$ cat src/rtl/sub_pkg.sv
`default_nettype none
// ============================================================================
// Module      : sub_pkg
// Description : Shared types, constants and helpers for the bit-serial
//               subtractor (serial_sub16) and its per-bit full subtractor.
// Revision    : 1.0 - initial release
// ============================================================================
package sub_pkg;

    // Default operand / result width in bits.
    localparam int DEFAULT_WIDTH = 16;

    // Operation sequencing: wait for operands, shift bits, present result.
    typedef enum logic [1:0] {
        IDLE = 2'd0,
        BUSY = 2'd1,
        DONE = 2'd2
    } state_t;

    // Bit-counter width; never narrower than one bit so a degenerate
    // WIDTH still yields a legal vector.
    function automatic int cnt_width(input int w);
        return (w > 1) ? $clog2(w) : 1;
    endfunction

    // Signed overflow of x - y: operands of opposite sign and the result's
    // sign differs from the minuend's.
    function automatic logic sub_ovf(input logic x_msb,
                                     input logic y_msb,
                                     input logic d_msb);
        return (x_msb != y_msb) && (d_msb != x_msb);
    endfunction

endpackage : sub_pkg
`default_nettype wire

$ cat src/rtl/full_sub.sv
`default_nettype none
// ============================================================================
// Module      : full_sub
// Description : One-bit full subtractor, diff = a - b - bin with borrow out.
// Revision    : 1.0 - initial release
// ============================================================================
module full_sub (
    input  logic a,
    input  logic b,
    input  logic bin,
    output logic diff,
    output logic borrow
);

    // Borrow is generated when a=0,b=1, or propagated when a==b.
    always_comb begin
        diff   = a ^ b ^ bin;
        borrow = (~a & b) | (~(a ^ b) & bin);
    end

endmodule : full_sub
`default_nettype wire

$ cat src/rtl/serial_sub16.sv
`default_nettype none
// ============================================================================
// Module      : serial_sub16
// Description : Bit-serial subtractor. Accepts x, y, bin with a valid/ready
//               handshake, computes x - y - bin one bit per clock LSB first,
//               and presents d / bout / ovf until the consumer takes them.
//               WIDTH must be at least 2.
// Revision    : 1.0 - initial release
// ============================================================================
module serial_sub16
    import sub_pkg::*;
#(
    parameter int WIDTH = DEFAULT_WIDTH
) (
    input  logic             clk,
    input  logic             rst_n,
    input  logic             in_valid,
    output logic             in_ready,
    input  logic [WIDTH-1:0] x,
    input  logic [WIDTH-1:0] y,
    input  logic             bin,
    output logic [WIDTH-1:0] d,
    output logic             bout,
    output logic             ovf,
    output logic             out_valid,
    input  logic             out_ready
);

    localparam int             CW       = cnt_width(WIDTH);
    localparam logic [CW-1:0]  LAST_BIT = CW'(WIDTH - 1);
    localparam int             MSB      = WIDTH - 1;

    state_t           state;
    state_t           state_nxt;

    // Captured operands; held for the whole operation so the inputs are
    // free to change once the operand set has been accepted.
    logic [WIDTH-1:0] x_reg;
    logic [WIDTH-1:0] y_reg;
    // Partial difference, filled from the MSB end as bits are produced.
    logic [WIDTH-1:0] acc;
    logic [CW-1:0]    cnt;
    logic             br;

    logic             bit_a;
    logic             bit_b;
    logic             bit_d;
    logic             bit_br;
    logic             last_bit;
    logic             accept;
    logic             step;
    logic             finish;

    assign bit_a    = x_reg[cnt];
    assign bit_b    = y_reg[cnt];
    assign last_bit = (cnt == LAST_BIT);
    assign accept   = (state == IDLE) && in_valid;
    assign step     = (state == BUSY);
    assign finish   = step && last_bit;

    assign in_ready  = (state == IDLE);
    assign out_valid = (state == DONE);

    full_sub u_full_sub (
        .a      (bit_a),
        .b      (bit_b),
        .bin    (br),
        .diff   (bit_d),
        .borrow (bit_br)
    );

    // State register.
    always_ff @(posedge clk or negedge rst_n) begin
        if (!rst_n) begin
            state <= IDLE;
        end else begin
            state <= state_nxt;
        end
    end

    // Next-state: accept in IDLE, run WIDTH bit steps, wait for the consumer.
    always_comb begin
        state_nxt = state;
        case (state)
            IDLE: begin
                if (in_valid) begin
                    state_nxt = BUSY;
                end
            end
            BUSY: begin
                if (last_bit) begin
                    state_nxt = DONE;
                end
            end
            DONE: begin
                if (out_ready) begin
                    state_nxt = IDLE;
                end
            end
            default: begin
                state_nxt = IDLE;
            end
        endcase
    end

    // Operand capture and per-bit datapath (borrow chain, shift, counter).
    always_ff @(posedge clk or negedge rst_n) begin
        if (!rst_n) begin
            x_reg <= '0;
            y_reg <= '0;
            acc   <= '0;
            cnt   <= '0;
            br    <= 1'b0;
        end else if (accept) begin
            x_reg <= x;
            y_reg <= y;
            br    <= bin;
            cnt   <= '0;
        end else if (step) begin
            acc <= {bit_d, acc[WIDTH-1:1]};
            br  <= bit_br;
            // Counter parks on the last bit rather than wrapping.
            if (!last_bit) begin
                cnt <= cnt + 1'b1;
            end
        end
    end

    // Result registers: only updated by the final bit step, so they keep
    // the previous result through IDLE and BUSY.
    always_ff @(posedge clk or negedge rst_n) begin
        if (!rst_n) begin
            d    <= '0;
            bout <= 1'b0;
            ovf  <= 1'b0;
        end else if (finish) begin
            d    <= {bit_d, acc[WIDTH-1:1]};
            bout <= bit_br;
            ovf  <= sub_ovf(x_reg[MSB], y_reg[MSB], bit_d);
        end
    end

endmodule : serial_sub16
`default_nettype wire

$ cat config.mk
export PLATFORM = sky130hd
export DESIGN_NAME = serial_sub16
export DESIGN_NICKNAME = d
export VERILOG_FILES = /design/src/rtl/sub_pkg.sv /design/src/rtl/full_sub.sv /design/src/rtl/serial_sub16.sv
export SDC_FILE = /design/constraint.sdc
export NUM_CORES = 1
export LEC_CHECK = 0
export CORE_ASPECT_RATIO = 1.1
export CORE_MARGIN = 3
export CORE_UTILIZATION = 52
export CTS_CLUSTER_DIAMETER = 120
export DETAILED_ROUTE_END_ITERATION = 8
export PLACE_DENSITY = 0.89
export SKIP_CTS_REPAIR_TIMING = 1
export SLEW_MARGIN = 20
export SYNTH_ARGS = -nofsm -noshare
export SYNTH_HDL_FRONTEND = slang
export SYNTH_SLANG_ARGS = --single-unit
$ cat constraint.sdc
create_clock -name clk -period 2.6 [get_ports clk]
set_input_delay 0.78 -clock clk [delete_from_list [all_inputs] [get_ports clk]]
set_output_delay 0.78 -clock clk [all_outputs]
set_load 0.01 [all_outputs]
==> impl_results.md, run 1 <==
- Final core occ: 0.703
- Buf+Inv Stages, Crit Path: 2
- First-pass detailed-route iteration total: 4
- CTS buffer count: 9
- Critical path endpoint category: register
- Setup TNS: 0 ns
- Nets@finish: 373
- Yosys reg bits: 72
- R2r endpoint: ovf
- Sequential share of the synthesized area: 0.586
- Fillcell total: 427
- GRT overflow: 0
- Post-route cell area: 3890 um^2
- Ys async rst share: 1.00
- # IOs: 57
- Worst setup endpoint: ovf
- First-pass GRT wire length: 10.0 mm
- Synth Net Count: 312
- Root Buffer Master: clkbuf_8
- Max H-tree Level: 3
- DRC viols: 0
- GRT Total Usage: 0.193
- Tightest Pin Transition: 0.642 ns
- Die X: 79.3 um
- Count of pins over their slew limit: 0
- Crit path max-delay cell type: fa_1
- Worst-path fanout max: 8
- Reg-to-reg critical path startpoint: cnt[0]
- Startpoint Class: register
- Layout cells sized above 1: 0.172
- Most common cell in the netlist: nand2_1
- Detailed Place HPWL: 4.21 mm
- Commonest cells post-synth: nand2_1 (101), dfrtp_1 (72), mux2_2 (32)
- Vias/cell: 5.18
- WP data required: 2.81 ns
- R2r setup slk: 0.16 ns
- Bufs on Longest Clock Path: 2
- Clock skew: 0.00660 ns
- Reg clk slew, reported paths: 0.07 ns
- Primary FF master, synth: dfrtp_1
- Drt initial violations: 156
- Synth area leaders: dfrtp_1 (59%), nand2_1 (12%), mux2_2 (12%)
- Max-cap violations: 0
- Worst Reg-to-Reg Cells: 11
- Final Cycle Share: 0.940
- Crit Path Category: register to register
- Worst path arrival time: 2.66 ns
- Largest net degree at the start of global routing: 73
- Count of cell types in the netlist: 31
- WL/cell: 14.5 um
- Placed cell areas: 3710 um^2
- Worst-path cell chain: buf_4, buf_4, mux2i_1, a221oi_1, a22oi_1, nand2_1, fa_1, nand2_1, nor2_1, a21oi_1, o21ai_0
- Vias: 2,141
- Gp weighted congestion: 0.835
- Row count: 28
- Status: complete, no violations
- Synth warn: 0
- Worst Setup SP: cnt[0]
- Fmax: 0.409 GHz
- VDD IR max: 604 uV
- Vias in the first global route: 2,138
- Die area: 6870 um^2
- # diodes: 0
- Post-synthesis area per instance: 11.3 um^2
- Synth area leader: dfrtp_1
- Drt total wl: 5.99 mm
- Fin crit period: 2.44 ns
- DRT antenna net count: 0
- Final setup viols: 0
- Post-Syn Instances: 273
- Max incr delay on CP: 0.47 ns
- PD cells: 1160 nW/um^2
- Yosys top cell area share: 0.586
- Worst path depth: 11
- Clock sinks: 72
- Initial antenna violation count: 0
- Post-synthesis cell area: 3070 um^2
- Final hold violations: 0
- Leakage: 0.00183 uW
- Skew-Pair Late Insertion Delay: 0.34 ns
- Worst min path class: primary input to async pin
- Synthesis-to-layout area growth: 26.7%
- EDFF count, synth: 0
- Initial Util: 0.555
- CP delay by family, top: compound AO/OA/AOI/OAI gates
- CTS tree: done
- Core area: 5540 um^2
- Number of port buffers: 56
- Die Y: 86.6 um
- Rel. slew slack: 0.572
[kinds of logic (layout without fill, tap and decap cells)]
kind of cell | Yosys count | after routing | synth area share
flops | 72 | 72 | 0.586
buf+inv | 17 | 82 | 0.0326
xor+xnor | 2 | 2 | 0.00570
simple gates | 120 | 120 | 0.156
mux | 44 | 44 | 0.175
fa+ha+maj | 2 | 2 | 0.0106
compound gates | 16 | 16 | 0.0338
[stage by stage]
step | std cells | power [uW] | hold WS (ns) | worst slack, ns
2_1_floorplan | 273 | 3130 | 0.439 | 0.301
3_3_place_gp | 397 | 3620 | 0.456 | 0.200
3_5_place_dp | 397 | 3720 | 0.462 | 0.0264
4_1_cts | 412 | 4510 | 0.462 | 0.0149
5_1_grt | 413 | 4840 | 0.487 | -0.0674
6_report | 413 | 4520 | 0.445 | 0.157
[cells in the final DEF, fill, tap and decap left out]
cell type	count
dfrtp_2	1
clkdlybuf4s50_1	55
a221oi_2	1
clkbuf_8	11
and2_1	2
nand4_1	1
fa_1	1
nor2_1	6
clkbuf_1	4
o21ai_0	4
a221oi_1	4
nor2b_1	1
xnor2_1	1
nor2b_2	1
mux4_1	2
buf_4	5
nand2b_1	2
nor3_1	1
nand2_1	101
o21ai_1	1
and4_1	1
o21a_1	1
buf_12	2
nand3_1	2
a22oi_1	1
mux4_2	2
inv_1	4
or2_2	1
xor2_1	1
mux2i_1	8
buf_2	1
a21oi_1	4
dfrtp_1	71
mux2_2	32
ha_1	1
nor2_2	1
[worst min path at each step]
| stage | start | end |
|---|---|---|
| 2_1_floorplan | acc[1] | d[0] |
| 3_3_place_gp | acc[1] | d[0] |
| 3_5_place_dp | d[12] | d[12] |
| 4_1_cts | rst_n | d[2] |
| 5_1_grt | rst_n | x_reg[3] |
| 6_report | rst_n | d[7] |
[metal layers]
| metal | wire length, um | GRT usage | up-vias |
|---|---|---|---|
| met1 | 2490 | 0.241 | 1035 |
| li1 | - | - | 1028 |
| met3 | 301 | 0.0447 | 15 |
| met5 | 0 | 0 | - |
| met4 | 156 | 0.0969 | 0 |
| met2 | 3040 | 0.315 | 63 |
[final cells by class]
type                       count  area (um^2)  area share
clock buffer                  15          166      0.0427
inverter                       4         15.0     0.00386
multi-input combinational    184         1180       0.304
sequential                    72         1800       0.463
timing repair buffer          63          633       0.163
tap                           75         93.8      0.0241
[power breakdown]
part / internal (uW) / switching, uW
Combinational: 959 / 815
Clock: 396 / 379
Sequential: 1630 / 340
Power figures use the tool's default switching activity.
==> run 2, diff against run 1 <==
--- a/config.mk
+++ b/config.mk
@@ -11,6 +11,7 @@
 export CTS_CLUSTER_DIAMETER = 120
 export DETAILED_ROUTE_END_ITERATION = 8
 export PLACE_DENSITY = 0.89
+export RECOVER_POWER = 25
 export SKIP_CTS_REPAIR_TIMING = 1
 export SLEW_MARGIN = 20
 export SYNTH_ARGS = -nofsm -noshare
==> run 2 against run 1 <==
Against the previous run:
- the run now ends with max-capacitance violations, max-slew violations left
- sequential power barely moved
- cell count stayed put
- non-clock buffer count did not move
- sequential cell count stayed put
- register-to-register slack about the same
- clock skew unchanged
- via count barely moved
- final area is 0.39% lower
- critical path depth did not move
- worst hold slack improved by 0.031 ns
- sequential share of layout area rose by 0.18 points
- combinational power about the same
- highest routed layer unchanged
==> impl_results.md, run 2 (synthesized netlist as in run 1, its figures left out) <==
- Status: finished with violations
- Failing checks: max-capacitance violations, max-slew violations
- Detailed Place HPWL: 4.21 mm
- Nets@finish: 373
- CP delay by family, top: compound AO/OA/AOI/OAI gates
- GRT overflow: 0
- Largest net degree at the start of global routing: 73
- Tightest Pin Transition: 1.69 ns
- Reg clk slew, reported paths: 0.07 ns
- Gp weighted congestion: 0.835
- # diodes: 0
- Skew-Pair Late Insertion Delay: 0.34 ns
- Synthesis-to-layout area growth: 26.2%
- Min-Delay Startpoint: d[12]
- WP data required: 2.81 ns
- R2r endpoint: ovf
- Final Cycle Share: 0.940
- Crit Path Category: register to register
- Top sig layer: met4
- Worst Reg-to-Reg Cells: 11
- First-pass GRT wire length: 10.0 mm
- Die X: 79.3 um
- Vias in the first global route: 2,138
- Comb power frac: 0.392
- R2r setup slk: 0.16 ns
- CTS tree: done
- Rel. slew slack: -0.125
- Vias: 2,143
- Layout cells sized above 1: 0.172
- VDD IR max: 604 uV
- Fin crit period: 2.44 ns
- Vias/cell: 5.19
- Final hold violations: 0
- Clk pwr share: 0.172
- Worst-path fanout max: 8
- WL met1: 2.49 mm
- Row count: 28
- PD cells: 1160 nW/um^2
- Startpoint Class: register
- Core area: 5540 um^2
- Fillcell total: 429
- Crit path max-delay cell type: fa_1
- Max H-tree Level: 3
- Reg-to-reg critical path startpoint: cnt[0]
- Drt initial violations: 156
- Hold path cells: 2
- Endpoint, Worst Hold: d[12]
- Root Buffer Master: clkbuf_8
- Total power: 4510 uW
- GRT Total Usage: 0.193
- Int Pwr: 2980 uW
- # IOs: 57
- Seq pwr share: 0.436
- Die Y: 86.6 um
- WL/cell: 14.5 um
- Sw frac: 0.340
- Die area: 6870 um^2
- Commonest cells after routing, fill and taps aside: nand2_1 (101), dfrtp_1 (71), clkdlybuf4s50_1 (55), mux2_2 (32), clkbuf_8 (11)
- Initial Util: 0.555
- Drt total wl: 5.99 mm
- Critical path endpoint category: register
- Bufs on Longest Clock Path: 2
- Leading cell type in the layout, fill and taps excluded: nand2_1
- Max incr delay on CP: 0.47 ns
- Clock sinks: 72
- Max-cap violations: 1
- Leakage: 0.00182 uW
- Placed cell areas: 3710 um^2
- Met2 Wirelength: 3.04 mm
- Buf+Inv Stages, Crit Path: 2
- CTS buffer count: 9
- Clock skew: 0.00660 ns
- Worst min path class: register to register
- Switching power: 1530 uW
- Worst-path cell chain: buf_4, buf_4, mux2i_1, a221oi_1, a22oi_1, nand2_1, fa_1, nand2_1, nor2_1, a21oi_1, o21ai_0
- Fmax: 0.409 GHz
- DRT antenna net count: 0
- Final setup viols: 0
- Initial antenna violation count: 0
- Worst path arrival time: 2.66 ns
- Post-route cell area: 3880 um^2
- Setup TNS: 0 ns
- First-pass detailed-route iteration total: 4
- Met3 WL: 301 um
- DRC viols: 0
- Number of port buffers: 56
- Worst path depth: 11
- Count of pins over their slew limit: 73
[run 2: cell types whose count changed in the layout (fill, tap and decap cells not counted), sizes merged]
cell	before	now
buf	8	7
clkbuf	15	16
[run 2: cell type report]
| class | instances | area [um^2] | area share |
|---|---|---|---|
| Timing Repair Buffer | 63 | 618 | 0.159 |
| Multi-Input combinational cell | 184 | 1180 | 0.305 |
| Tap cell | 75 | 93.8 | 0.0242 |
| Clock buffer | 15 | 166 | 0.0429 |
| Sequential cell | 72 | 1800 | 0.465 |
| Inverter | 4 | 15.0 | 0.00387 |
[run 2: power by group through the flow]
stage | clock network [uW] | registers (uW) | logic (uW)
3_5_place_dp | 0 | 2000 | 1730
2_1_floorplan | 0 | 1920 | 1210
6_report | 775 | 1970 | 1770
3_3_place_gp | 0 | 1980 | 1640
5_1_grt | 844 | 2040 | 1960
4_1_cts | 790 | 1980 | 1740
[run 2: worst max-delay path by stage]
stage | end | slack (ns) | from
floorplan | ovf | 0.30 | cnt[0]
global placement | ovf | 0.20 | cnt[0]
detailed placement | ovf | 0.03 | cnt[0]
CTS | ovf | 0.01 | cnt[0]
global route | ovf | -0.07 | cnt[1]
finish | ovf | 0.16 | cnt[0]
[run 2: metal layers]
metal  vias up  GRT usage
met5         -          0
met2        63      0.315
met3        15     0.0447
met1      1037      0.241
li1       1028          -
met4         0     0.0969
[run 2: per-stage QoR]
stage                     hold slack [ns]  setup WS (ns)  std cells   util
final                               0.476          0.157        413  0.701
after global routing                0.487        -0.0674        413  0.701
after CTS                           0.462         0.0149        412  0.700
after detailed placement            0.462         0.0264        397  0.670
after global placement              0.456          0.200        397  0.670
after floorplan                     0.439          0.301        273      -
[run 2: worst min-delay path, stage by stage, from the launching register on]
cell and delay, ns:
dfrtp_1 0.34, nand2_1 0.05, nand2_1 0.06
